File: src/rtl/id_pkg.sv
// Shared decode constants and the decoded-instruction bundle for the ID stage.
package id_pkg;

  // Primary opcodes
  localparam logic [5:0] OP_SPECIAL = 6'b000000;
  localparam logic [5:0] OP_ADDI    = 6'b001000;
  localparam logic [5:0] OP_ANDI    = 6'b001100;
  localparam logic [5:0] OP_ORI     = 6'b001101;
  localparam logic [5:0] OP_XORI    = 6'b001110;
  localparam logic [5:0] OP_LUI     = 6'b001111;

  // SPECIAL funct codes
  localparam logic [5:0] FN_SLL = 6'b000000;
  localparam logic [5:0] FN_SRL = 6'b000010;
  localparam logic [5:0] FN_SRA = 6'b000011;
  localparam logic [5:0] FN_ADD = 6'b100000;
  localparam logic [5:0] FN_SUB = 6'b100010;
  localparam logic [5:0] FN_AND = 6'b100100;
  localparam logic [5:0] FN_OR  = 6'b100101;
  localparam logic [5:0] FN_XOR = 6'b100110;
  localparam logic [5:0] FN_NOR = 6'b100111;

  typedef enum logic [7:0] {
    ALU_NOP = 8'h00,
    ALU_OR  = 8'h25,
    ALU_AND = 8'h24,
    ALU_XOR = 8'h26,
    ALU_NOR = 8'h27,
    ALU_ADD = 8'h20,
    ALU_SUB = 8'h22,
    ALU_SLL = 8'h7C,
    ALU_SRL = 8'h02,
    ALU_SRA = 8'h03
  } aluop_e;

  typedef enum logic [2:0] {
    SEL_NOP   = 3'b000,
    SEL_LOGIC = 3'b001,
    SEL_SHIFT = 3'b010,
    SEL_ARITH = 3'b100
  } alusel_e;

  typedef struct packed {
    aluop_e      aluop;
    alusel_e     alusel;
    logic        rd1_en;
    logic        rd2_en;
    logic [31:0] imm;
    logic [4:0]  wd;
    logic        wreg;
    logic        illegal;
  } id_dec_t;

endpackage

File: src/rtl/id_decoder.sv
// Pure combinational decode of one instruction word into the ID bundle.
module id_decoder
  import id_pkg::*;
(
  input  logic [31:0] inst_i,
  output id_dec_t     dec_o
);

  logic [5:0] op;
  logic [4:0] rs;
  logic [4:0] rt;
  logic [4:0] rd;
  logic [4:0] sa;
  logic [5:0] funct;

  assign op    = inst_i[31:26];
  assign rs    = inst_i[25:21];
  assign rt    = inst_i[20:16];
  assign rd    = inst_i[15:11];
  assign sa    = inst_i[10:6];
  assign funct = inst_i[5:0];

  // Field decode; anything not matched falls through as illegal with no reads/writes.
  always_comb begin
    dec_o.aluop   = ALU_NOP;
    dec_o.alusel  = SEL_NOP;
    dec_o.rd1_en  = 1'b0;
    dec_o.rd2_en  = 1'b0;
    dec_o.imm     = 32'h0;
    dec_o.wd      = 5'd0;
    dec_o.wreg    = 1'b0;
    dec_o.illegal = 1'b1;
    unique case (op)
      OP_ORI, OP_ANDI, OP_XORI: begin
        dec_o.aluop   = (op == OP_ORI)  ? ALU_OR :
                        (op == OP_ANDI) ? ALU_AND : ALU_XOR;
        dec_o.alusel  = SEL_LOGIC;
        dec_o.rd1_en  = 1'b1;
        dec_o.imm     = {16'h0, inst_i[15:0]};
        dec_o.wd      = rt;
        dec_o.wreg    = 1'b1;
        dec_o.illegal = 1'b0;
      end
      OP_ADDI: begin
        dec_o.aluop   = ALU_ADD;
        dec_o.alusel  = SEL_ARITH;
        dec_o.rd1_en  = 1'b1;
        dec_o.imm     = {{16{inst_i[15]}}, inst_i[15:0]};
        dec_o.wd      = rt;
        dec_o.wreg    = 1'b1;
        dec_o.illegal = 1'b0;
      end
      OP_LUI: begin
        dec_o.aluop   = ALU_OR;
        dec_o.alusel  = SEL_LOGIC;
        dec_o.imm     = {inst_i[15:0], 16'h0};
        dec_o.wd      = rt;
        dec_o.wreg    = 1'b1;
        dec_o.illegal = 1'b0;
      end
      OP_SPECIAL: begin
        unique case (funct)
          FN_ADD, FN_SUB, FN_AND, FN_OR, FN_XOR, FN_NOR: begin
            unique case (funct)
              FN_ADD:  dec_o.aluop = ALU_ADD;
              FN_SUB:  dec_o.aluop = ALU_SUB;
              FN_AND:  dec_o.aluop = ALU_AND;
              FN_OR:   dec_o.aluop = ALU_OR;
              FN_XOR:  dec_o.aluop = ALU_XOR;
              default: dec_o.aluop = ALU_NOR;
            endcase
            dec_o.alusel  = (funct == FN_ADD || funct == FN_SUB) ? SEL_ARITH : SEL_LOGIC;
            dec_o.rd1_en  = 1'b1;
            dec_o.rd2_en  = 1'b1;
            dec_o.wd      = rd;
            dec_o.wreg    = 1'b1;
            dec_o.illegal = 1'b0;
          end
          FN_SLL, FN_SRL, FN_SRA: begin
            // Shifts with a nonzero rs field are not valid encodings.
            if (rs == 5'd0) begin
              dec_o.aluop   = (funct == FN_SLL) ? ALU_SLL :
                              (funct == FN_SRL) ? ALU_SRL : ALU_SRA;
              dec_o.alusel  = SEL_SHIFT;
              dec_o.rd2_en  = 1'b1;
              dec_o.imm     = {27'h0, sa};
              dec_o.wd      = rd;
              dec_o.wreg    = 1'b1;
              dec_o.illegal = 1'b0;
            end
          end
          default: ;
        endcase
      end
      default: ;
    endcase
  end

endmodule

File: src/rtl/id_fwd_stage.sv
// Instruction-decode stage: decode, EX/MEM operand forwarding, load-use
// stall detection and the ID/EX output register with valid/ready/flush.
module id_fwd_stage
  import id_pkg::*;
#(
  parameter int DATA_W   = 32,
  parameter int REG_AW   = 5,
  parameter int ALUOP_W  = 8,
  parameter int ALUSEL_W = 3,
  parameter bit FWD_EN   = 1'b1
) (
  input  logic                clk,
  input  logic                rst,
  input  logic                if_valid_i,
  output logic                if_ready_o,
  input  logic [DATA_W-1:0]   pc_i,
  input  logic [31:0]         inst_i,
  output logic                reg1_read_o,
  output logic                reg2_read_o,
  output logic [REG_AW-1:0]   reg1_addr_o,
  output logic [REG_AW-1:0]   reg2_addr_o,
  input  logic [DATA_W-1:0]   reg1_data_i,
  input  logic [DATA_W-1:0]   reg2_data_i,
  input  logic                ex_wreg_i,
  input  logic [REG_AW-1:0]   ex_wd_i,
  input  logic [DATA_W-1:0]   ex_wdata_i,
  input  logic                ex_is_load_i,
  input  logic                mem_wreg_i,
  input  logic [REG_AW-1:0]   mem_wd_i,
  input  logic [DATA_W-1:0]   mem_wdata_i,
  input  logic                flush_i,
  input  logic                ex_ready_i,
  output logic                id_valid_o,
  output logic [ALUOP_W-1:0]  aluop_o,
  output logic [ALUSEL_W-1:0] alusel_o,
  output logic [DATA_W-1:0]   reg1_o,
  output logic [DATA_W-1:0]   reg2_o,
  output logic [REG_AW-1:0]   wd_o,
  output logic                wreg_o,
  output logic [DATA_W-1:0]   pc_o,
  output logic                illegal_o,
  output logic                stall_req_o
);

  id_dec_t              dec;
  logic [REG_AW-1:0]    addr1;
  logic [REG_AW-1:0]    addr2;
  logic [DATA_W-1:0]    imm_w;
  logic [DATA_W-1:0]    reg1_d, reg2_d;
  logic                 load_hit;
  logic                 accept;

  logic                 valid_q;
  logic [ALUOP_W-1:0]   aluop_q;
  logic [ALUSEL_W-1:0]  alusel_q;
  logic [DATA_W-1:0]    reg1_q, reg2_q, pc_q;
  logic [REG_AW-1:0]    wd_q;
  logic                 wreg_q, illegal_q;

  id_decoder u_decoder (
    .inst_i (inst_i),
    .dec_o  (dec)
  );

  assign addr1       = REG_AW'(inst_i[25:21]);
  assign addr2       = REG_AW'(inst_i[20:16]);
  assign reg1_read_o = dec.rd1_en;
  assign reg2_read_o = dec.rd2_en;
  assign reg1_addr_o = addr1;
  assign reg2_addr_o = addr2;
  assign imm_w       = DATA_W'(dec.imm);

  // Operand select: immediate, $0, EX bypass, MEM bypass, then regfile.
  // Port 2 only carries the immediate when port 1 reads a register; LUI
  // (no reads) puts its constant on port 1 and zero on port 2.
  always_comb begin
    reg1_d = imm_w;
    if (dec.rd1_en) begin
      if (addr1 == '0)                                      reg1_d = '0;
      else if (FWD_EN && ex_wreg_i && (ex_wd_i == addr1))   reg1_d = ex_wdata_i;
      else if (FWD_EN && mem_wreg_i && (mem_wd_i == addr1)) reg1_d = mem_wdata_i;
      else                                                  reg1_d = reg1_data_i;
    end
    reg2_d = dec.rd1_en ? imm_w : '0;
    if (dec.rd2_en) begin
      if (addr2 == '0)                                      reg2_d = '0;
      else if (FWD_EN && ex_wreg_i && (ex_wd_i == addr2))   reg2_d = ex_wdata_i;
      else if (FWD_EN && mem_wreg_i && (mem_wd_i == addr2)) reg2_d = mem_wdata_i;
      else                                                  reg2_d = reg2_data_i;
    end
  end

  // A load result cannot be bypassed in time, so any read of its target stalls.
  assign load_hit    = (dec.rd1_en && (addr1 == ex_wd_i)) || (dec.rd2_en && (addr2 == ex_wd_i));
  assign stall_req_o = if_valid_i && ex_is_load_i && ex_wreg_i && (ex_wd_i != '0) && load_hit;
  assign if_ready_o  = !stall_req_o && (!valid_q || ex_ready_i);
  assign accept      = if_valid_i && if_ready_o;

  // ID/EX register: flush beats accept beats drain; otherwise hold.
  always_ff @(posedge clk or negedge rst) begin
    if (!rst) begin
      valid_q   <= 1'b0;
      aluop_q   <= ALUOP_W'(ALU_NOP);
      alusel_q  <= ALUSEL_W'(SEL_NOP);
      reg1_q    <= '0;
      reg2_q    <= '0;
      wd_q      <= '0;
      wreg_q    <= 1'b0;
      pc_q      <= '0;
      illegal_q <= 1'b0;
    end else if (flush_i) begin
      valid_q <= 1'b0;
      wreg_q  <= 1'b0;
    end else if (accept) begin
      valid_q   <= 1'b1;
      aluop_q   <= ALUOP_W'(dec.aluop);
      alusel_q  <= ALUSEL_W'(dec.alusel);
      reg1_q    <= reg1_d;
      reg2_q    <= reg2_d;
      wd_q      <= REG_AW'(dec.wd);
      wreg_q    <= dec.wreg;
      pc_q      <= pc_i;
      illegal_q <= dec.illegal;
    end else if (ex_ready_i) begin
      valid_q <= 1'b0;
      wreg_q  <= 1'b0;
    end
  end

  assign id_valid_o = valid_q;
  assign aluop_o    = aluop_q;
  assign alusel_o   = alusel_q;
  assign reg1_o     = reg1_q;
  assign reg2_o     = reg2_q;
  assign wd_o       = wd_q;
  assign wreg_o     = wreg_q;
  assign pc_o       = pc_q;
  assign illegal_o  = illegal_q;

endmodule

File: config.mk
export PLATFORM = sky130hd
export DESIGN_NAME = id_fwd_stage
export DESIGN_NICKNAME = d
export VERILOG_FILES = /design/src/rtl/id_pkg.sv /design/src/rtl/id_decoder.sv /design/src/rtl/id_fwd_stage.sv
export SDC_FILE = /design/constraint.sdc
export NUM_CORES = 1
export LEC_CHECK = 0
export CORE_MARGIN = 1
export CORE_UTILIZATION = 42
export DETAILED_ROUTE_END_ITERATION = 10
export GPL_TIMING_DRIVEN = 0
export PLACE_DENSITY = 0.81
export SLEW_MARGIN = 0
export SYNTH_ARGS = -nofsm -noshare
export SYNTH_HDL_FRONTEND = slang
export SYNTH_SLANG_ARGS = --single-unit
File: constraint.sdc
create_clock -name clk -period 1.7 [get_ports clk]
set_input_delay 0.255 -clock clk [delete_from_list [all_inputs] [get_ports clk]]
set_output_delay 0.255 -clock clk [all_outputs]
set_load 0.02 [all_outputs]
==> impl_metrics.yaml <==
logic_synthesis:
  ys_seq_elements: 112
  syn-num-nets: 901
  synth.cell_area_sq_mm: 0.00698
  yosysTopAreaCell: "dfrtp_1"
  synth_edf_count: 0
  yosysSeqAreaShare: 0.402
  avgSynthCellArea_sq_um: 10.1
  synthArstFlopShare: 1.00
  synth_top_area_frac: 0.402
  synth-main-ff-cell: "dfrtp_1"
  yosysUniqueCellTypes: 46
  synthCells: 691
  yosys_warnings: 0
  synth_area_leaders: "dfrtp_1 (40%), mux2i_1 (8.0%), mux2_1 (7.7%)"
timing:
  period_needed_ns: 2.02
  skew_ns: 0.0122
  tightestPinTransition_ns: 0.571
  finalCritPeriodShare: 1.19
  slew_viol_final: 0
  finalHoldViolCount: 0
  rsz0062_at_grt: "yes"
  slew-limit-headroom: 0.620
  clock.fmax_mhz: 496
  finalWorstSetupSlack_ns: -0.318
  whs_ns: 0.318
  setup_tns_ns: -26.07
  finalSetupViolations: 115
detailed_routing:
  num_vias: 7522
  drc_errors: 0
  dr.pass1.iters: 6
  ant_nets: 0
  routed_via_density: 5.82
  wl_per_cell_um: 23.3
  wl_um: 30100
  drtIter0Drc: 610
min_path:
  hold_path.class: "input pin to flop"
  min_from: "inst_i[3]"
  hold-path-cell-count: 3
  worstHoldEndpoint: "reg2_o[3]"
clock_network:
  clockRootBuffer: "clkbuf_16"
  cts_buffer_depth: 2
  clock_sinks: 112
  clk_pin_slew_worst_paths_ns: 0.09
  htreeDepth: 3
  tritoncts: "yes"
  cts_made_buffers: 9
  insertion_delay_ns: 0.36
critical_path:
  reg2regPathDepth: 8
  reg2reg_slack_ns: -0.09
  cp-start-kind: "input pin"
  cpPeakStageDelay_ns: 0.29
  arrival_ns: 2.27
  critPathTopFamily: "compound AO/OA/AOI/OAI gates"
  worstSetupPathDepth: 10
  worstReg2RegStart: "id_valid_o"
  cp_max_fo: 8
  critPathKind: "input pin to flop"
  path_cells: "buf_2, nor3b_4, o21ai_4, o22ai_4, a22oi_2, o211ai_4, buf_12, buf_8, buf_6, mux2_4"
  path_buf_inv: 4
  slowest_stage: "nor3b_4"
  startpoint: "inst_i[5]"
  worst_ep_required_time_ns: 1.95
  r2r_end: "pc_o[17]"
  crit_path_end_kind: "flop"
die:
  die_y_um: 131
  row_count: 46
  ios: 339
  fp.dieArea_sq_mm: 0.0171
  start_util: 0.435
  core-area_sq_mm: 0.0161
  fp.dieW_um: 131
placement:
  placed_area_sq_mm: 0.0107
  gp_congestion: 0.936
  io_buffers: 337
  dp_hpwl_um: 22100
layout:
  final_area_sq_mm: 0.0118
  drive_gt1_frac: 0.212
  nets: 1282
  antenna_cells: 0
  final_util: 0.737
  area_growth_pct: 69.5
global_route:
  grt.overflow.total: 0
  antenna_found_initial: 0
  grt_pass1_vias: 7269
  grtUsageTotal: 0.334
  grt_pass1_wl_um: 41800
  grt_max_degree: 61
run:
  maxCapViolCount: 0
power_and_ir_drop:
  total_power_uw: 7820
  p_leak_uw: 0.00522
  powerDensity_mw_per_mm2: 661
  vdd_drop_max_v: 0.000488
run_status:
  status: "complete, but fails checks"
  violations: "setup timing"
[cells by family after synthesis]
group / after synthesis / share of synthesized area
compound gates: 156 / 0.191
xor+xnor: 20 / 0.0251
fa+ha+maj: 1 / 0.00143
buf+inv: 118 / 0.0791
flops: 112 / 0.402
mux: 121 / 0.185
other cells: 1 / 0.000537
simple gates: 162 / 0.116
[sequential cells by signal, indices dropped and copies added, names as in the netlist]
name and cells:
alusel_o 3, pc_o 32, aluop_o 5, id_valid_o 1, wreg_o 1, illegal_o 1, reg2_o 32, reg1_o 32
wd_o 5
[tightest hold or removal path, cell delays in order]
cell     delay, ns
buf_4         0.14
a22oi_2       0.10
mux2i_1       0.13
[metal layers]
metal / share of wire / up-vias / GRT usage
met4: 0.042 / 0 / 0.157
met5: 0 / - / 0
met3: 0.092 / 101 / 0.0651
met2: 0.49 / 487 / 0.556
li1: - / 3290 / -
met1: 0.38 / 3644 / 0.418
[stage by stage]
step,worst slack [ns],std cells
2_1_floorplan,-0.463,691
3_3_place_gp,-4.22,1244
3_5_place_dp,-1.47,1245
4_1_cts,-0.355,1278
5_1_grt,-0.354,1293
6_report,-0.318,1293
[synth_stat cells, drive strengths merged (4+ instances only)]
master,count
mux2i,56
a221oi,21
dfrtp,112
a31oi,16
a211oi,12
a221o,33
clkbuf,40
o21ai,5
a22oi,17
or4,4
nand3,7
a22o,5
and2,34
o31ai,9
or3,19
nor2,53
nand2,35
inv,50
buf,28
mux2,65
xnor2,20
o31a,29
[how the worst max path moves through the flow]
stage | to | slack (ns)
6_report | pc_o[17] | -0.32
5_1_grt | pc_o[17] | -0.35
4_1_cts | pc_o[17] | -0.36
3_5_place_dp | reg1_o[13] | -1.47
3_3_place_gp | pc_o[31] | -4.22
2_1_floorplan | aluop_o[4] | -0.46
[power by group]
group          leakage, uW  internal, uW  switching, uW
clock network     0.000161          1330           1110
registers          0.00148          2860            114
logic              0.00358          1320           1080
total              0.00522          5510           2300
[what timing repair did]
item | CTS | global route
gates cloned | 1 | 4
setup endpoints to repair | 128 | 116
hold buffers | 1 | 0
hold endpoints to repair | 59 | 0
pin swaps | 25 | 23
gates resized for setup | 191 | 109
buffers inserted | 20 | 12
[cell type report]
class	instances	area, sq um
Timing Repair Buffer	376	3730
Clock buffer	9	225
Sequential cell	112	2800
Clock inverter	7	113
Tap cell	216	270
Inverter	50	188
Multi-Input combinational cell	461	4010
Fill cell	1132	4230
Buffer	62	485
[layout by cell type (no fill, tap or decap), types with 16 or more instances in the layout]
master and n:
mux2_4 35, buf_4 45, and2_1 34, clkbuf_2 28
a221oi_1 16, o31a_1 29, or3_1 17, nand2_1 34
nor2_1 49, xnor2_1 20, a221o_1 33, dfrtp_1 112
mux2i_1 55, inv_1 48, clkdlybuf4s50_1 297
No activity file was read; power rests on OpenSTA's default activity.
